## src/rtl/mac_dot_sequencer_pkg.sv

```systemverilog
// Shared definitions for the FP16 MAC dot-product sequencer: FSM encodings and FP16 constants.
package mac_dot_sequencer_pkg;

  typedef enum logic [2:0] {
    StIdle   = 3'd0,
    StClear  = 3'd1,
    StStream = 3'd2,
    StDrain  = 3'd3,
    StDone   = 3'd4
  } seq_state_e;

  localparam logic [15:0] Fp16Zero  = 16'h0000;
  localparam logic [15:0] Fp16Half  = 16'h3800;
  localparam logic [15:0] Fp16One   = 16'h3C00;
  localparam logic [15:0] Fp16Two   = 16'h4000;
  localparam logic [15:0] Fp16Three = 16'h4200;
  localparam logic [15:0] Fp16NegOne = 16'hBC00;

  localparam int unsigned DefaultMacLat = 3;

endpackage

```

## src/rtl/mac_seq_counter.sv

```systemverilog
// Loadable down-counter that saturates at zero; flags zero and one for the sequencer FSM.
module mac_seq_counter #(
  parameter int unsigned W = 8
) (
  input  logic         clk,
  input  logic         Asynch_Reset,
  input  logic         load,
  input  logic [W-1:0] load_val,
  input  logic         dec,
  output logic         zero,
  output logic         last
);

  logic [W-1:0] count;

  // Load has priority; decrement is ignored at zero so the count never wraps.
  always_ff @(posedge clk or posedge Asynch_Reset) begin
    if (Asynch_Reset) begin
      count <= '0;
    end else if (load) begin
      count <= load_val;
    end else if (dec && (count != '0)) begin
      count <= count - W'(1);
    end
  end

  assign zero = (count == '0);
  assign last = (count == W'(1));

endmodule

```

## src/rtl/mac_dot_sequencer.sv

```systemverilog
// Job controller for a pipelined FP16 MAC: clear, stream N pairs, drain, capture, hand out.
module mac_dot_sequencer
  import mac_dot_sequencer_pkg::*;
#(
  parameter int unsigned LEN_W   = 8,
  parameter int unsigned MAC_LAT = DefaultMacLat
) (
  input  logic             clk,
  input  logic             Asynch_Reset,
  input  logic             start,
  input  logic [LEN_W-1:0] vec_len,
  output logic             busy,
  input  logic             in_valid,
  output logic             in_ready,
  input  logic [15:0]      in_a,
  input  logic [15:0]      in_b,
  output logic [15:0]      mac_numA,
  output logic [15:0]      mac_numB,
  output logic             mac_activate,
  output logic             mac_clr,
  input  logic [15:0]      mac_result,
  output logic [15:0]      result,
  output logic             result_valid,
  input  logic             result_ready
);

  localparam logic [LEN_W-1:0] DrainInit = LEN_W'(MAC_LAT - 1);

  seq_state_e state;

  logic hs;
  logic pair_load, pair_dec, pair_zero, pair_last;
  logic drain_load, drain_dec, drain_zero, drain_last;

  assign hs         = in_valid & in_ready;
  assign pair_load  = (state == StIdle) & start;
  assign pair_dec   = (state == StStream) & hs;
  assign drain_load = pair_dec & pair_last;
  assign drain_dec  = (state == StDrain);

  mac_seq_counter #(
    .W (LEN_W)
  ) u_pair_cnt (
    .clk          (clk),
    .Asynch_Reset (Asynch_Reset),
    .load         (pair_load),
    .load_val     (vec_len),
    .dec          (pair_dec),
    .zero         (pair_zero),
    .last         (pair_last)
  );

  mac_seq_counter #(
    .W (LEN_W)
  ) u_drain_cnt (
    .clk          (clk),
    .Asynch_Reset (Asynch_Reset),
    .load         (drain_load),
    .load_val     (DrainInit),
    .dec          (drain_dec),
    .zero         (drain_zero),
    .last         (drain_last)
  );

  // drain_last is not needed: the drain phase ends on the zero flag.
  logic drain_last_unused;
  assign drain_last_unused = drain_last;

  // Job FSM with all outputs registered; mac_clr defaults low so it is a clean 1-cycle pulse.
  always_ff @(posedge clk or posedge Asynch_Reset) begin
    if (Asynch_Reset) begin
      state        <= StIdle;
      busy         <= 1'b0;
      in_ready     <= 1'b0;
      mac_numA     <= Fp16Zero;
      mac_numB     <= Fp16Zero;
      mac_activate <= 1'b0;
      mac_clr      <= 1'b0;
      result       <= Fp16Zero;
      result_valid <= 1'b0;
    end else begin
      mac_clr <= 1'b0;
      case (state)
        StIdle: begin
          if (start) begin
            state <= StClear;
            busy  <= 1'b1;
          end
        end
        StClear: begin
          mac_clr      <= 1'b1;
          mac_activate <= 1'b0;
          if (pair_zero) begin
            state  <= StDone;
            result <= Fp16Zero;
          end else begin
            state    <= StStream;
            in_ready <= 1'b1;
          end
        end
        StStream: begin
          if (hs) begin
            mac_numA     <= in_a;
            mac_numB     <= in_b;
            mac_activate <= 1'b1;
            if (pair_last) begin
              state    <= StDrain;
              in_ready <= 1'b0;
            end
          end else begin
            // Freeze the MAC pipeline rather than inject a bubble.
            mac_activate <= 1'b0;
          end
        end
        StDrain: begin
          if (!drain_zero) begin
            mac_numA     <= Fp16Zero;
            mac_numB     <= Fp16Zero;
            mac_activate <= 1'b1;
          end else if (mac_activate) begin
            // Last drain operand is sampled on this edge; sum is readable next cycle.
            mac_activate <= 1'b0;
          end else begin
            result       <= mac_result;
            result_valid <= 1'b1;
            state        <= StDone;
          end
        end
        StDone: begin
          if (!result_valid) begin
            result_valid <= 1'b1;
          end else if (result_ready) begin
            result_valid <= 1'b0;
            busy         <= 1'b0;
            state        <= StIdle;
          end
        end
        default: state <= StIdle;
      endcase
    end
  end

endmodule

```

## config.mk

```make
export PLATFORM = sky130hd
export DESIGN_NAME = mac_dot_sequencer
export DESIGN_NICKNAME = d
export VERILOG_FILES = /design/src/rtl/mac_dot_sequencer_pkg.sv /design/src/rtl/mac_seq_counter.sv /design/src/rtl/mac_dot_sequencer.sv
export SDC_FILE = /design/constraint.sdc
export NUM_CORES = 1
export LEC_CHECK = 0
export BUFFER_PORTS_ARGS = -buffer_cell sky130_fd_sc_hd__buf_2
export CORE_MARGIN = 2
export CORE_UTILIZATION = 49
export DETAILED_ROUTE_END_ITERATION = 10
export HOLD_SLACK_MARGIN = 0.15
export PLACE_DENSITY = 0.82
export SETUP_SLACK_MARGIN = 0.1
export SLEW_MARGIN = 30
export SYNTH_ARGS = -nofsm -noshare
export SYNTH_HDL_FRONTEND = slang
export SYNTH_SLANG_ARGS = --single-unit
```

## constraint.sdc

```tcl
create_clock -name clk -period 2.9 [get_ports clk]
set_clock_uncertainty 0.05 [all_clocks]
set_input_delay 0.58 -clock clk [delete_from_list [all_inputs] [get_ports clk]]
set_output_delay 0.58 -clock clk [all_outputs]
set_load 0.02 [all_outputs]
```

==> impl_results.md <==
* Final WL at 6870 um
* Min Tclk post-route at 2.44 ns
* R2R Setup Slk at 0.46 ns
* Io pins at 114
* Compound-Gate Fraction of Synth Area at 0.217
* Antenna cells at 0
* Fin. Hold Viols at 0
* Die span in x at 84.4 um
* Max stage delay on crit path at 0.53 ns
* Total number of vias at 2586
* DP Wirelength at 4930 um
* Drt via density at 5.54
* Comb pwr share at 0.376
* Xor/xnor cell area share of the yosys netlist at 0.0193
* Max-cap violations at 0
* Cell Chain, Critical Path: inv_1 -> ha_1 -> or3b_1 -> or4_1 -> o31a_1 -> a22o_1
* Main combinational cell family by area after synthesis: compound AO/OA/AOI/OAI gates
* Max VDD drop at 0.609 mV
* Switching power of the nets at 1420 uW
* Core area at 6310 sq um
* Flop pwr share at 0.418
* Initial antenna violation count at 0
* Met3 wire length at 479 um
* Synthesized area at 3170 sq um
* Top Layer Used: met4
* Final period util at 0.842
* Most numerous cell in the Yosys netlist: dfrtp_1
* Commonest cells post-synth: dfrtp_1, a22o_1, nor2_1
* Routed Antenna Nets at 0
* Status: finished, final reports clean
* Met2 Wirelength at 3160 um
* Ys flop type: dfrtp_1
* Initial core utilization at 0.502
* Total Die Area at 7130 sq um
* Register area share after synthesis at 0.568
* Reg2reg path depth at 6
* Register bit total from synthesis at 72
* Post-CTS Setup Inserts at 0
* Area leader, netlist: dfrtp_1
* Mapped Cells at 268
* Crit end category: flop
* Vias in the first global route at 2522
* RSZ-0062 raised after global routing: no
* Startpoint Class: flop
* Worst hold-check path type: in -> async
* Internal power at 2320 uW
* CTS Root Cell: clkbuf_8
* Leading post-synthesis cells by cell area: dfrtp_1, a22o_1, nor2_1, ha_1, nand3_1
* Pleak at 0.00207 uW
* Largest net degree at the start of global routing at 41
* Clock buffer depth at 2
* Post-synthesis adder-cell area fraction at 0.0197
* Hold-fix buffers at CTS at 0
* WL/cell at 14.7 um
* # setup viols final at 0
* Async S/R FF share, synth at 1.00
* CTS Buf Count at 9
* Starting DRT DRC Count at 160
* Fillers at 531
* Slowest CP cell: or4_1
* Pwr per Cell Area at 927 nW/um^2
* Fmax at 0.410 GHz
* CTS tree: built
* Post_cts resized at 0
* Crit Path Max Fanout at 17
* Grt total ovfl at 0
* Initial DRT Pass Iterations at 4
* Final net count at 451
* Final Util at 0.639
* Slew @ Worst Pin at 0.668 ns
* CP Class: reg -> reg
* Clock share of power at 0.206
* H-tree depth at 3
* Slew headroom at 0.554
* DIE HEIGHT at 84.4 um
* Library cells used by synthesis at 49
* Total clock sinks at 72
* Clk_lat worst skew at 0.32 ns
* First-pass GRT wire length at 11400 um
* Top cell type's share of synthesized area at 0.568
* Routability congestion estimate at 0.884
* Number of synthesized flops with an enable pin at 0
* Syn Nets at 334
* CTS clk-pin slew, worst paths at 0.08 ns
* Pwr Total at 3740 uW
* Setup Total Neg Slack at 0 ns
* GR Util All Layers at 0.200
* Worst EP required at 3.06 ns
* Num rows at 29
* Simple-gate area share of the yosys netlist at 0.134
* Input/output buffers at 113
* Sw Ratio at 0.381
* Yosys warns at 0
* DRC at 0
* Share of layout cells above drive strength 1 at 0.377
* M1 WL at 3090 um
* Post-synthesis mux area share at 0.00355
* Slew Viols, Final at 0
* WP data arrival at 2.60 ns
* Syn avg cell area at 11.8 sq um
* Area grow syn2layout at 27.3%
## registers in the layout, summed over array words and instances (netlist names)
name and cells:
busy 1, in_ready 1, mac_activate 1, mac_clr 1, mac_numA 16, mac_numB 16, result 16, result_valid 1
state 3, u_drain_cnt.count 8, u_pair_cnt.count 8
## per-stage QoR
step	hold slack (ns)	cells	setup WS (ns)	instance area (sq um)
5_1_grt	0.339	467	0.337	4030
4_1_cts	0.303	467	0.474	4030
2_1_floorplan	0.456	268	0.445	3170
3_5_place_dp	0.428	451	0.506	3830
3_3_place_gp	0.427	451	0.615	3830
6_report	0.295	467	0.458	4030
## per-layer routing
metal | track usage | up-vias
met5 | 0 | -
met4 | 0.0823 | 0
met3 | 0.0472 | 13
met2 | 0.315 | 103
met1 | 0.268 | 1230
li1 | - | 1240
## power by group through the flow
stage | logic, uW | clock network (uW) | registers [uW]
CTS | 1420 | 790 | 1550
finish | 1410 | 773 | 1560
floorplan | 845 | 0 | 1700
global route | 1560 | 837 | 1600
global placement | 1380 | 0 | 1550
detailed placement | 1420 | 0 | 1560
## cells by family (layout without fill, tap and decap cells)
kind of cell | Yosys count | count (layout)
compound gates | 88 | 88
flops | 72 | 72
simple gates | 71 | 71
buf+inv | 24 | 146
xor+xnor | 7 | 7
fa+ha+maj | 5 | 5
mux | 1 | 1
## area by class of cell
cell class | instances | area (sq um) | area share
Multi-Input combinational cell | 172 | 1260 | 0.313
Inverter | 8 | 30.0 | 0.00744
Clock inverter | 5 | 56.3 | 0.0140
Sequential cell | 72 | 1800 | 0.447
Clock buffer | 11 | 141 | 0.0350
Tap cell | 77 | 96.3 | 0.0239
Timing Repair Buffer | 122 | 646 | 0.160
## layout by cell type (no fill, tap or decap), types with 2 or more instances in the layout
master	netlist	routed
a22o_1	49	49
o21ai_0	5	5
nor2b_1	4	3
nor3_1	3	3
or3b_1	2	2
nand4bb_1	2	2
xnor2_1	3	3
nor4_1	2	2
nor2_1	18	17
or2_2	2	2
buf_2	5	113
clkinv_2	0	2
nand3_1	8	8
clkbuf_8	0	10
a31oi_1	4	4
o211ai_1	4	4
buf_4	0	8
nand3b_1	2	2
inv_1	8	7
nand2b_1	2	2
dfrtp_1	72	72
or3_1	3	3
nor4_2	2	2
o2111ai_1	2	2
o31ai_1	2	2
xor2_1	4	4
nand2_1	9	9
or4_1	3	3
ha_1	5	5
a211o_1	3	3
a21oi_1	6	6
o21ai_1	5	5
## worst max-delay path: cells and delay by family (launching register included)
family / cells / cell delay [ns]
buf+inv: 1 / 0.12
compound gates: 2 / 0.59
simple gates: 2 / 1.01
fa+ha+maj: 1 / 0.15
flops: 1 / 0.40
## final timing paths
check | endpoint | from
setup / recovery | result[15] | u_drain_cnt.count[0]
hold / removal | mac_numB[15] | Asynch_Reset
setup reg to reg | result[15] | u_drain_cnt.count[0]
hold reg to reg | result[10] | result[10]
max in group asynchronous | state[0] | Asynch_Reset
min in group clk | u_pair_cnt.count[2] | vec_len[2]
(Power assumes the default switching activity.)
